## src/rtl/gray_pkg.sv

```systemverilog
// gray_pkg: shared width limit and Gray/binary conversion helpers
package gray_pkg;
  localparam int N_MAX = 32;
  function automatic logic [N_MAX-1:0] bin2gray(input logic [N_MAX-1:0] b);
    return b ^ (b >> 1);
  endfunction
  function automatic logic [N_MAX-1:0] gray2bin(input logic [N_MAX-1:0] g);
    logic [N_MAX-1:0] b;
    b[N_MAX-1] = g[N_MAX-1];
    for (int i = N_MAX - 2; i >= 0; i--) b[i] = b[i+1] ^ g[i];
    return b;
  endfunction
endpackage

```

## src/rtl/gray_decode.sv

```systemverilog
// gray_decode: combinational N-bit Gray-to-binary decoder
module gray_decode
  import gray_pkg::*;
#(
  parameter int N = 4
) (
  input  logic [N-1:0] g_i,
  output logic [N-1:0] b_o
);
  // zero-extension is harmless: leading zeros decode to leading zeros
  always_comb b_o = N'(gray2bin(N_MAX'(g_i)));
endmodule

```

## src/rtl/gray_counter_n_bit.sv

```systemverilog
// gray_counter_n_bit: up/down loadable Gray counter with binary view; GRAY_COUNTER_SATURATE_EN selects saturation instead of wrap
module gray_counter_n_bit
  import gray_pkg::*;
#(
  parameter int N = 4
) (
  input  logic         clk,
  input  logic         rst,
  input  logic         en,
  input  logic         up,
  input  logic         load,
  input  logic [N-1:0] D,
  output logic [N-1:0] G,
  output logic [N-1:0] B,
  output logic         wrap,
  output logic         tc
);
  logic [N-1:0] b_q, b_d, g_q, g_d, step, dec_b;
  logic         wrap_q, wrap_d, at_end;
  gray_decode #(.N(N)) u_dec (.g_i(g_q), .b_o(dec_b));
  // next state: load beats en; wrap flags a step taken at the end of range
  always_comb begin
    at_end = up ? &b_q : ~|b_q;
`ifdef GRAY_COUNTER_SATURATE_EN
    step = at_end ? b_q : (up ? b_q + 1'b1 : b_q - 1'b1);
`else
    step = up ? b_q + 1'b1 : b_q - 1'b1;
`endif
    b_d    = load ? D : en ? step : b_q;
    wrap_d = !load && en && at_end;
    g_d    = N'(bin2gray(N_MAX'(b_d)));
  end
  // all state registers, reset has top priority
  always_ff @(posedge clk) begin
    if (rst) begin
      b_q    <= '0;
      g_q    <= '0;
      wrap_q <= 1'b0;
    end else begin
      b_q    <= b_d;
      g_q    <= g_d;
      wrap_q <= wrap_d;
    end
  end
  assign B    = b_q;
  assign G    = g_q;
  assign wrap = wrap_q;
  assign tc   = up ? &dec_b : ~|dec_b;
endmodule

```

## config.mk

```make
export PLATFORM = sky130hd
export DESIGN_NAME = gray_counter_n_bit
export DESIGN_NICKNAME = d
export VERILOG_FILES = /design/src/rtl/gray_pkg.sv /design/src/rtl/gray_decode.sv /design/src/rtl/gray_counter_n_bit.sv
export SDC_FILE = /design/constraint.sdc
export NUM_CORES = 1
export LEC_CHECK = 0
export CORE_ASPECT_RATIO = 1.25
export CORE_MARGIN = 2
export CORE_UTILIZATION = 30
export CTS_CLUSTER_DIAMETER = 80
export DETAILED_ROUTE_END_ITERATION = 8
export DONT_BUFFER_PORTS = 1
export PLACE_DENSITY = 0.51
export RECOVER_POWER = 100
export SYNTH_ARGS = -nofsm -noshare
export SYNTH_HDL_FRONTEND = slang
export SYNTH_SLANG_ARGS = --single-unit
```

## constraint.sdc

```tcl
create_clock -name clk -period 4.38 [get_ports clk]
set_clock_uncertainty 0.15 [all_clocks]
set_input_delay 0.657 -clock clk [delete_from_list [all_inputs] [get_ports clk]]
set_output_delay 0.657 -clock clk [all_outputs]
set_load 0.05 [all_outputs]
```

== Word level (Yosys, flattened, before mapping) ==
Index checks and enable logic that the tools add are counted.

* Bits in registers: 9
* Bits in latches: 0
* RAM bits: 0
* Memory bits (read-only): 0
* Input bits: 9
* Word-level logic and storage cells: 23
* Memories: 0

* $add $sub $neg: 2
* $mul: 0
* Divide/modulo/power cells: 0
* Magnitude comparators: 0
* Equality and inequality tests: 0
* Shift-type cells: 0
* Muxes and demuxes: 5
* Bitwise logic cells: 4
* Reductions and logical operators: 9

{| class="wikitable"
|+ Operators with widths
! operator !! number
|-
| $mux W4 || 3
|-
| $reduce_and A4 Y1 || 2
|-
| $reduce_or A4 Y1 || 2
|-
| $add A4 B1 Y4 const B || 1
|-
| $sub A4 B1 Y4 const B || 1
|-
| $xor A4 B3 Y4 || 1
|-
| $logic_not A1 Y1 || 3
|-
| $xor A1 B1 Y1 || 3
|-
| $logic_and A1 B1 Y1 || 2
|-
| $mux W1 || 2
|}

== Depth between registers and ports, before layout ==
* Depth after elaboration: 6
* Gate-level depth with buffers: 6
* Depth with buffers taken out: 6

== Hierarchy ==
Synthesis repeated with hierarchy kept, for this count alone.

* Cell total of the unflattened synthesis: 62
* Area total of the unflattened synthesis: 569.3 sq um

{| class="wikitable"
|+ By module, submodules not included
! module !! times used !! cells each !! area an instance (sq um)
|-
| gray_counter_n_bit || 1 || 57 || 519.2
|-
| gray_decode || 1 || 5 || 50.0
|}

== Worst setup path before layout ==
OpenSTA, ideal clock, no wires.

* Kind: register to output
* Start: reg, netlist name B[3]
* End: out tc
* Arrival: 2.566 ns
* Data required time: 3.573 ns
* Slack: 1.007 ns
* Stages on the path, launching flop included: 6
* Path buffers: 1
* Path through: dfxtp_1 buf_6 xor2_1 ha_1 xor2_1 o21ai_0

{| class="wikitable"
|+ RTL lines
! item !! RTL line !! RTL
|-
| end: declaration || gray_counter_n_bit.sv:16 || <nowiki>output logic tc</nowiki>
|}

== Worst setup path after layout ==
* Start: reg g_q[2] (netlist: G[2])
* End: out tc

* Longest elaborated chain between the ends: 6

{| class="wikitable"
|+ RTL lines
! item !! RTL line !! RTL
|-
| start: declaration || gray_counter_n_bit.sv:18 || <nowiki>logic [N-1:0] b_q, b_d, g_q, g_d, step, dec_b;</nowiki>
|-
| start signal: assignment || gray_counter_n_bit.sv:41 || <nowiki>g_q <= g_d;</nowiki>
|-
| $xor A1 B1 Y1 * || gray_pkg.sv:10 || <nowiki>for (int i = N_MAX - 2; i >= 0; i--) b[i] = b[i+1] ^ g[i];</nowiki>
|-
| $xor A1 B1 Y1 (2 in a row) || gray_pkg.sv:10 ||
|-
| $reduce_or A4 Y1 || gray_counter_n_bit.sv:48 || <nowiki>assign tc = up ? &dec_b : ~|dec_b;</nowiki>
|-
| $logic_not A1 Y1 || gray_counter_n_bit.sv:48 ||
|-
| $mux W1 * || gray_counter_n_bit.sv:48 ||
|}

Every way passes the cells marked *; elsewhere a longest branch is shown, timed or not.

==> results.cfg <==
[route]
avgRoutedWirePerCell_um = 13.9
firstDrtPassIters = 4
num_vias = 451
avgViaCountPerCell = 5.43
first_iter_violations = 6
antenna_left = 0
routed_wl_mm = 1.16
drc = 0

[global_routing]
antenna_found_initial = 0
grt_pass1_vias = 463
grt_start_max_net_pins = 12
grt-ovfl-total = 0
grt_first_pass_wirelength_mm = 2.09
grtUsageTotal = 0.125

[critical_path]
crit_type = flop to primary output
cp_max_fo = 2
worstSetupEndpointType = primary output
critical_path_arrival_ns = 2.25
r2r_setup_slack_ns = 1.96
critPathLaunchType = flop
crit_required_ns = 3.57

[synthesis]
synth_edf_count = 0
yosysSeqAreaShare = 0.281
synth_cells = 63
synthArstFlopShare = 0
synth.most_common_cell = dfxtp_1
synthesis.nets = 77
avgSynthCellArea_um2 = 9.06
ys_top_cells_by_area = dfxtp_1 28%, ha_1 8.8%, mux2i_1 5.3%, xor2_1 4.6%, nor2_1 3.9%
ys_top_cells_by_count = 8 x dfxtp_1, 6 x nor2_1, 5 x inv_1
synth-seq-cells = 8
synth-main-ff-cell = dfxtp_1
synth.distinct_cells = 32
synth_top_area_cell = dfxtp_1
synth_top_area_frac = 0.281
yosysWarnings = 0
synth_area_um2 = 571

[power]
switching_share = 0.409
combinationalPowerShare = 0.277
p_clk_frac = 0.241
vdd_drop_max_uv = 178
p_leak_nw = 0.265
p_switching_mw = 0.0952
pwr-share-seq = 0.482
powerDensity_nw_per_um2 = 391
p_int_mw = 0.138

[floorplanning]
die-height_um = 52.8
start_util = 0.319
ios = 19
rows = 17
die_area_um2 = 2270
fp.dieW_um = 43.0
core_area_um2 = 1790

[sta]
setup_violations = 0
grt_setup_unrepaired = no
tightest_slew_ns = 1.25
fin_crit_ns = 3.05
hold_violations = 0
drv_slew = 0
maxSlewHeadroom = 0.166
fin_tns_setup_ns = 0
max_freq_ghz = 0.327
finalCritPeriodShare = 0.697
finalHoldWorstSlack_ns = 0.316

[job]
drv_cap = 0

[layout]
fillCellCount = 209
antenna_cells = 0
fin_area_um2 = 596
layout.nets = 80
drive_gt1_frac = 0.109
seqCellArea_um2 = 160
multi_input_area_um2 = 363
syn_to_final_growth_pct = 4.39

[clock_tree]
clk_path_buf_depth = 2
cts_num_sinks = 8
cts-resized-gates = 0
cts_made_buffers = 3
insertion_delay_ns = 0.25
post_cts_buffers = 0
postCtsHoldBufs = 0
cts_tree = done
clock_tree.root_cell = clkbuf_4
cts-htree-levels = 1
clk_pin_slew_worst_paths_ns = 0.06

[placement]
hpwl_um = 935
port_buffers = 0
placed_cell_area_um2 = 581
gp_congestion = 0.687

[min_path]
hold_path.class = input port to flop

[outcome]
status = finished clean
-- registers in the layout (all words and copies together), names as in the netlist --
register / flops
G: 3
B: 4
wrap: 1
-- kinds of logic after synthesis --
family,share of synthesized area
AND/OR/NAND/NOR,0.219
AO/OA/AOI/OAI,0.145
buffers and inverters,0.0833
flip-flops,0.281
XOR/XNOR,0.0768
adder cells (fa/ha/maj),0.123
multiplexers,0.0724
-- metrics by stage --
| stage | utilization | std cells | power [mW] | worst slack (ns) |
|---|---|---|---|---|
| floorplan | - | 63 | 0.172 | 1.01 |
| finish | 0.333 | 83 | 0.233 | 1.33 |
| CTS | 0.338 | 83 | 0.239 | 1.57 |
| detailed placement | 0.325 | 80 | 0.182 | 1.85 |
| global placement | 0.325 | 80 | 0.180 | 1.87 |
| global route | 0.333 | 83 | 0.251 | 1.11 |
-- power by group through the flow --
stage / clock network [mW] / registers (mW) / logic [mW]
final: 0.0561 / 0.112 / 0.0645
after global routing: 0.0636 / 0.114 / 0.0730
after CTS: 0.0584 / 0.113 / 0.0677
after detailed placement: 0 / 0.114 / 0.0674
after global placement: 0 / 0.114 / 0.0658
after floorplan: 0 / 0.114 / 0.0577
-- critical path: stages (launching register included) --
cell and delay, ns:
dfxtp_1 0.65, xor2_1 0.23, ha_1 0.27, xor2_1 0.20
nand3_1 0.09, o21ai_1 0.08, clkbuf_1 0.47
-- layer usage --
metal	wire length [um]	global-route usage	vias up
li1	-	-	231
met1	476	0.128	206
met2	572	0.217	14
met3	107	0.0828	0
met4	0	0.0152	0
met5	0	0	-
-- final timing paths --
check | from | endpoint | depth (start not counted)
hold / removal | rst | B[3] | 1
setup reg to reg | B[3] | G[2] | 5
setup / recovery | G[2] | tc | 6
hold reg to reg | B[3] | B[3] | 3
-- final cells by class --
class / instances / area share
multi-input cells: 46 / 0.609
clock buffers: 3 / 0.0378
well taps: 19 / 0.0399
flip-flops and latches: 8 / 0.269
inverters: 5 / 0.0315
repair buffers: 2 / 0.0126
-- layout by cell type (no fill, tap or decap), types with 2 or more instances in the layout --
cell type / count
dfxtp_1: 8
nor2_1: 6
inv_1: 5
ha_1: 4
xor2_1: 3
nand3_1: 3
mux2i_1: 3
clkbuf_4: 3
xnor2_1: 2
or3_1: 2
a21oi_1: 2
a22oi_1: 2
clkbuf_1: 2
No activity file was read; power rests on OpenSTA's default activity.
